--- src/rtl/calc_entry_fsm.sv ---
// Two-operand keypad calculator entry controller: debounced-release key commit,
// two-digit decimal operand entry, one-shot arithmetic and result chaining.
module calc_entry_fsm (
  input  logic       clk,
  input  logic       rst_n,
  input  logic       key_down,
  input  logic [3:0] key_val,
  input  logic [3:0] key_sym,
  output logic [7:0] disp_val,
  output logic       neg,
  output logic       result_valid,
  output logic [1:0] state
);

  typedef enum logic [1:0] {
    ST_ENTER_A = 2'b00,
    ST_ENTER_B = 2'b01,
    ST_RESULT  = 2'b10,
    ST_ILLEGAL = 2'b11
  } state_t;

  localparam logic [3:0] SYM_DIGIT = 4'b1111;
  localparam logic [3:0] SYM_ADD   = 4'b0001;
  localparam logic [3:0] SYM_SUB   = 4'b0010;
  localparam logic [3:0] SYM_AND   = 4'b0011;
  localparam logic [3:0] SYM_EQ    = 4'b0100;
  localparam logic [3:0] SYM_CMP   = 4'b0101;
  localparam logic [3:0] SYM_OR    = 4'b0110;

  state_t     state_q, state_d;
  logic [7:0] a_q, a_d;
  logic [7:0] b_q, b_d;
  logic [7:0] res_q, res_d;
  logic [3:0] op_q, op_d;
  logic [1:0] a_cnt_q, a_cnt_d;
  logic [1:0] b_cnt_q, b_cnt_d;
  logic       neg_q, neg_d;
  logic       rv_q, rv_d;
  logic       key_down_q;
  logic       armed_q;

  logic       commit;
  logic       is_digit;
  logic       is_op;
  logic       is_eq;
  logic [7:0] a_shift;
  logic [7:0] b_shift;
  logic [7:0] alu_res;

  // armed_q blocks a commit from a press already in progress when reset was released
  assign commit   = armed_q & key_down_q & ~key_down;
  assign is_digit = (key_sym == SYM_DIGIT) && (key_val <= 4'd9);
  assign is_op    = (key_sym == SYM_ADD) || (key_sym == SYM_SUB) || (key_sym == SYM_AND) ||
                    (key_sym == SYM_CMP) || (key_sym == SYM_OR);
  assign is_eq    = (key_sym == SYM_EQ);
  assign a_shift  = (a_q * 8'd10) + {4'b0000, key_val};
  assign b_shift  = (b_q * 8'd10) + {4'b0000, key_val};

  always_comb begin
    alu_res = 8'h00;
    case (op_q)
      SYM_ADD: alu_res = a_q + b_q;
      SYM_SUB: alu_res = a_q - b_q;
      SYM_AND: alu_res = a_q & b_q;
      SYM_OR:  alu_res = a_q | b_q;
      SYM_CMP: alu_res = (a_q > b_q) ? 8'h01 : ((a_q == b_q) ? 8'h00 : 8'hFF);
      default: alu_res = 8'h00;
    endcase
  end

  always_ff @(posedge clk or negedge rst_n) begin
    if (!rst_n) begin
      state_q    <= ST_ENTER_A;
      a_q        <= 8'h00;
      b_q        <= 8'h00;
      res_q      <= 8'h00;
      op_q       <= 4'h0;
      a_cnt_q    <= 2'd0;
      b_cnt_q    <= 2'd0;
      neg_q      <= 1'b0;
      rv_q       <= 1'b0;
      key_down_q <= 1'b0;
      armed_q    <= 1'b0;
    end else begin
      state_q    <= state_d;
      a_q        <= a_d;
      b_q        <= b_d;
      res_q      <= res_d;
      op_q       <= op_d;
      a_cnt_q    <= a_cnt_d;
      b_cnt_q    <= b_cnt_d;
      neg_q      <= neg_d;
      rv_q       <= rv_d;
      key_down_q <= key_down;
      armed_q    <= armed_q | ~key_down;
    end
  end

  always_comb begin
    state_d = state_q;
    a_d     = a_q;
    b_d     = b_q;
    res_d   = res_q;
    op_d    = op_q;
    a_cnt_d = a_cnt_q;
    b_cnt_d = b_cnt_q;
    neg_d   = neg_q;
    rv_d    = 1'b0;
    case (state_q)
      ST_ENTER_A: begin
        if (commit) begin
          if (is_digit && (a_cnt_q != 2'd2)) begin
            a_d     = a_shift;
            a_cnt_d = a_cnt_q + 2'd1;
          end else if (is_op) begin
            op_d    = key_sym;
            if (a_cnt_q == 2'd0) a_d = 8'h00;
            b_d     = 8'h00;
            b_cnt_d = 2'd0;
            state_d = ST_ENTER_B;
          end
        end
      end
      ST_ENTER_B: begin
        if (commit) begin
          if (is_digit && (b_cnt_q != 2'd2)) begin
            b_d     = b_shift;
            b_cnt_d = b_cnt_q + 2'd1;
          end else if (is_op && (b_cnt_q == 2'd0)) begin
            op_d = key_sym;
          end else if (is_eq && (b_cnt_q != 2'd0)) begin
            res_d   = alu_res;
            neg_d   = (op_q == SYM_SUB) && (a_q < b_q);
            rv_d    = 1'b1;
            state_d = ST_RESULT;
          end
        end
      end
      ST_RESULT: begin
        if (commit) begin
          if (is_digit) begin
            a_d     = {4'b0000, key_val};
            a_cnt_d = 2'd1;
            b_d     = 8'h00;
            b_cnt_d = 2'd0;
            neg_d   = 1'b0;
            state_d = ST_ENTER_A;
          end else if (is_op) begin
            a_d     = res_q;
            a_cnt_d = 2'd2;
            op_d    = key_sym;
            b_d     = 8'h00;
            b_cnt_d = 2'd0;
            state_d = ST_ENTER_B;
          end
        end
      end
      default: begin
        a_d     = 8'h00;
        b_d     = 8'h00;
        a_cnt_d = 2'd0;
        b_cnt_d = 2'd0;
        neg_d   = 1'b0;
        state_d = ST_ENTER_A;
      end
    endcase
  end

  always_comb begin
    disp_val = a_q;
    case (state_q)
      ST_ENTER_A: disp_val = a_q;
      ST_ENTER_B: disp_val = (b_cnt_q != 2'd0) ? b_q : a_q;
      ST_RESULT:  disp_val = res_q;
      default:    disp_val = a_q;
    endcase
  end

  assign neg          = neg_q;
  assign result_valid = rv_q;
  assign state        = state_q;

endmodule

--- config.mk ---
export PLATFORM = sky130hd
export DESIGN_NAME = calc_entry_fsm
export DESIGN_NICKNAME = d
export VERILOG_FILES = /design/src/rtl/calc_entry_fsm.sv
export SDC_FILE = /design/constraint.sdc
export NUM_CORES = 1
export LEC_CHECK = 0
export ABC_AREA = 1
export BUFFER_PORTS_ARGS = -buffer_cell sky130_fd_sc_hd__buf_4
export CAP_MARGIN = 10
export CORE_ASPECT_RATIO = 0.6
export CORE_MARGIN = 4
export CORE_UTILIZATION = 49
export CTS_CLUSTER_DIAMETER = 120
export DETAILED_ROUTE_END_ITERATION = 8
export PLACE_DENSITY_LB_ADDON = 0.3
export SLEW_MARGIN = 20
export SYNTH_ARGS = -nofsm -noshare
export SYNTH_HDL_FRONTEND = slang
export SYNTH_SLANG_ARGS = --single-unit
--- constraint.sdc ---
create_clock -name clk -period 2.8 [get_ports clk]
set_input_delay 0.56 -clock clk [delete_from_list [all_inputs] [get_ports clk]]
set_output_delay 0.56 -clock clk [all_outputs]
set_load 0.01 [all_outputs]
==> results.md <==
- Setup total negative slack on the finished layout was measured at 0 ns.
- Across all layers, the routed design uses 4243 vias.
- For this run, the number of Yosys warnings is 0.
- The final core area utilization is 0.5700.
- The number of buffers between clock root and the deepest sink is 2.
- Leaving out fill and tap cells, the most frequent cells in the layout are nand2_1, inv_1, nand3_1.
- For this design, the slowest cell found on the critical path is dfrtp_1.
- The worst hold slack after final layout is 0.2372 ns.
- The number of global-route vias before repair was 3906.
- The number of buffer cells added on primary ports is 22.
- The number of enable-type register cells in the synthesized netlist is 0.
- The cell count of the worst reg-to-reg path is 11.
- In the final routed layout, each cell accounts on average for 16.78 um.
- A synthesized cell averages 6.767 sq um.
- The total routing usage reported by global routing is 0.2510.
- The highest fanout seen on the critical path is 6.
- The number of cell rows is 25.
- The number of levels in the clock H-tree is 2.
- The total leakage power is 2.415 nW.
- The number of inserted diodes is 0.
- Dividing the detail-routed via count by the number of cells gives between 5 and 6.
- The maximum clock frequency is 369.7 MHz.
- The number of synthesized register bits is 38.
- By startpoint and endpoint, the worst setup path is classified as register to output port.
- After clock tree synthesis, the flow added hold-fix buffers numbering 0.
- The reg-to-reg critical path endpoint is res_q[1].
- In this run the cell area of the synthesized design comes to 4108 sq um.
- The first-pass GRT wire length is ~20 mm.
- The worst relative slew slack is 0.5599.
- CTS placed an instance of clkbuf_16 at the clock tree root.
- The startpoint type of the worst setup path is a register.
- The class of the most critical hold timing path is input port to async pin.
- The slew at the pin with the worst max-slew slack is 0.6566 ns.
- The critical path data arrival time is 2.14 ns.
- The CTS tree is yes.
- The critical path contains buffers and inverters numbering 3 combined.
- The run finished with clean final reports.
- The most frequent standard cell in the layout excluding fill and tap cells is nand2_1.
- Yosys mapped the design onto 43 distinct sky130hd cell types.
- The max-capacitance violation count is 0.
- Dividing the final minimum period by the clock period gives 0.9660.
- The number of fillers in the final layout is 783.
- Entering global routing, the biggest net connects 39 pins.
- The number of buffers created by CTS is 5.
- For flop-to-flop paths, the worst setup slack is 0.45 ns.
- The worst flop-to-flop path startpoint is a_q[0].
- The die covers 9960 sq um.
- After clock tree synthesis, the clock-pin slew on the worst setup and hold paths is approximately 0.070 ns.
- The latest clock arrival within the worst-skew pair is 0.29 ns.
- The number of primary I/O pins is 23.
- The total power consumption of the routed design is 3.938 mW.
- Of the cells placed in the final design, the portion with a size suffix greater than 1 is 0.09494.
- The count of pins over their slew limit is 0.
- Counting every net in the synthesized netlist gives roughly 680.
- The setup violation total in the final timing report is 0.
- The buffer count from post-CTS setup fixing is 0.
- The half-perimeter wire length of the detailed placement result is 9.832 mm.
- Counting every sink on the clock net gives 38.
- For this run, the detailed router's first-pass iteration total came to 5.
- Synthesis produced a netlist whose cell count is 607.
- The post-detailed-route DRC marker count is 0.
- For this run, the leading register cell type out of synthesis is dfrtp_1.
- The y dimension of the die is approximately 79 um.
- The endpoint kind of the worst setup timing path is an output port.
- After the last flow step, the layout net total stands at 699.
- The core region is around 8000 sq um.
- After global routing the overflow that remains totals 0.
- The sequential element share of the synthesized area is 0.2315.
- Once detail routing completed, the nets flagged for antenna violations numbered 0.
- The final number of hold-violating endpoints is 0.
- The die extent in x is 126.2 um.
- The dominant delay contributor by cell family on the critical path is buffers and inverters.
- The area growth from synthesis to layout is 11.12%.
- For this design the ratio of total power to cell area is around 860 nW/um^2.
- The worst voltage drop across the vdd grid is 344.6 uV.
- The initial antenna violation count was 0.
- The number of DRC violations after detailed-routing iteration 0 is 521.
- At the end of routability-driven placement, the weighted congestion stood at 0.9776.
- The initial utilization of the core area, before any placement, comes to 0.5130.
- The worst stage delay on the critical path is 0.43 ns.
- Data on the critical path is required at its endpoint by 2.24 ns.
- The worst clock skew is 0.005464 ns.
- The sum of routed wire length over all layers is roughly 12 mm.
- The share of synthesized flip-flops with an asynchronous set or reset is 1.000.
- The smallest clock period supported by the final layout is computed as 2.705 ns.
- The critical path goes through inv_1 > ha_1 > a21oi_1 > buf_4 > o22ai_1 > buf_4.
- Setup repair after global routing left no endpoint under its margin.
- Among the stages of the critical path, the cell type that occurs most often is buf_4.
## worst max-delay path by stage
| stage | cells past startpoint | slack (ns) | to | start |
|---|---|---|---|---|
| 6_report | 6 | 0.1 | disp_val[6] | state[1] |
| 5_1_grt | 6 | 0.05 | disp_val[4] | state[1] |
| 4_1_cts | 6 | 0.16 | disp_val[4] | state[1] |
| 3_5_place_dp | 6 | 0.47 | disp_val[4] | state[1] |
| 3_3_place_gp | 6 | 0.54 | disp_val[4] | state[1] |
| 2_1_floorplan | 6 | 0.69 | disp_val[7] | state[1] |
## Yosys cell counts, drive strengths merged, types with 2 or more instances
cell type    n  area [sq um]
dfrtp       38         950.9
nor2        31         155.2
nand3       66         345.3
or2          2         12.52
o21ai       43         226.5
buf          9         50.04
nand2      199         762.0
xor2         2         17.52
nor3         4         36.29
nand4        9         56.30
fa           6         120.1
a21oi       12         60.06
inv         98         372.9
xnor2        4         35.03
o21bai       2         15.01
o211ai       2         15.01
a31oi        4         40.04
nand3b       2         40.04
o22ai       11         68.82
a32oi        6         52.55
ha          51         638.1
## report_power, final
group | total, mW | internal (mW) | switching, mW | leakage (nW)
Combinational | 2.41 | 0.788 | 1.63 | 1.84
Clock | 0.671 | 0.420 | 0.250 | 0.0760
Sequential | 0.853 | 0.669 | 0.184 | 0.502
## sequential cells by signal, indices dropped and copies added (netlist names)
| signal | count |
|---|---|
| armed_q | 1 |
| result_valid | 1 |
| op_q | 4 |
| res_q | 8 |
| b_q | 8 |
| a_q | 8 |
| key_down_q | 1 |
| b_cnt_q | 2 |
| neg | 1 |
| a_cnt_q | 2 |
| state | 2 |
## final cells by class
| class | instances | area (sq um) | area share |
|---|---|---|---|
| sequential | 38 | 950.9 | 0.2083 |
| tap | 108 | 135.1 | 0.02961 |
| multi-input combinational | 460 | 2729 | 0.5979 |
| clock buffer | 5 | 125.1 | 0.02741 |
| timing repair buffer | 27 | 202.7 | 0.04441 |
| inverter | 99 | 376.6 | 0.08251 |
| clock inverter | 3 | 45.04 | 0.009868 |
## stage by stage
step	setup slack, ns	area (sq um)	cells
detailed placement	0.4706	4392	732
global placement	0.5405	4392	732
finish	0.09512	4564	740
CTS	0.1641	4562	740
global route	0.04745	4564	740
floorplan	0.6927	4108	607
## routing by layer
| layer | vias up | global-route usage | routed length (um) |
|---|---|---|---|
| li1 | 2017 | - | - |
| met1 | 1957 | 0.3949 | 5928 |
| met2 | 247 | 0.3484 | 4873 |
| met3 | 22 | 0.05578 | 1497 |
| met4 | 0 | 0.04604 | 119 |
| met5 | - | 0 | 0 |
## repair_timing
| action | 4_1_cts | 5_1_grt |
|---|---|---|
| gates resized for setup | 0 | 1 |
| endpoints found under the setup margin | 0 | 1 |
| hold endpoints to repair | 0 | 0 |
## logic make-up after synthesis
logic type                 share of synthesized area
and+or+nand+nor                               0.3460
DFF                                           0.2315
buffers and inverters                         0.1048
xor gates and xnor gates                     0.01279
adders and majority gates                     0.1846
AOI/OAI and AO/OA                             0.1203
Note: power is estimated with default switching activity, not from simulation.
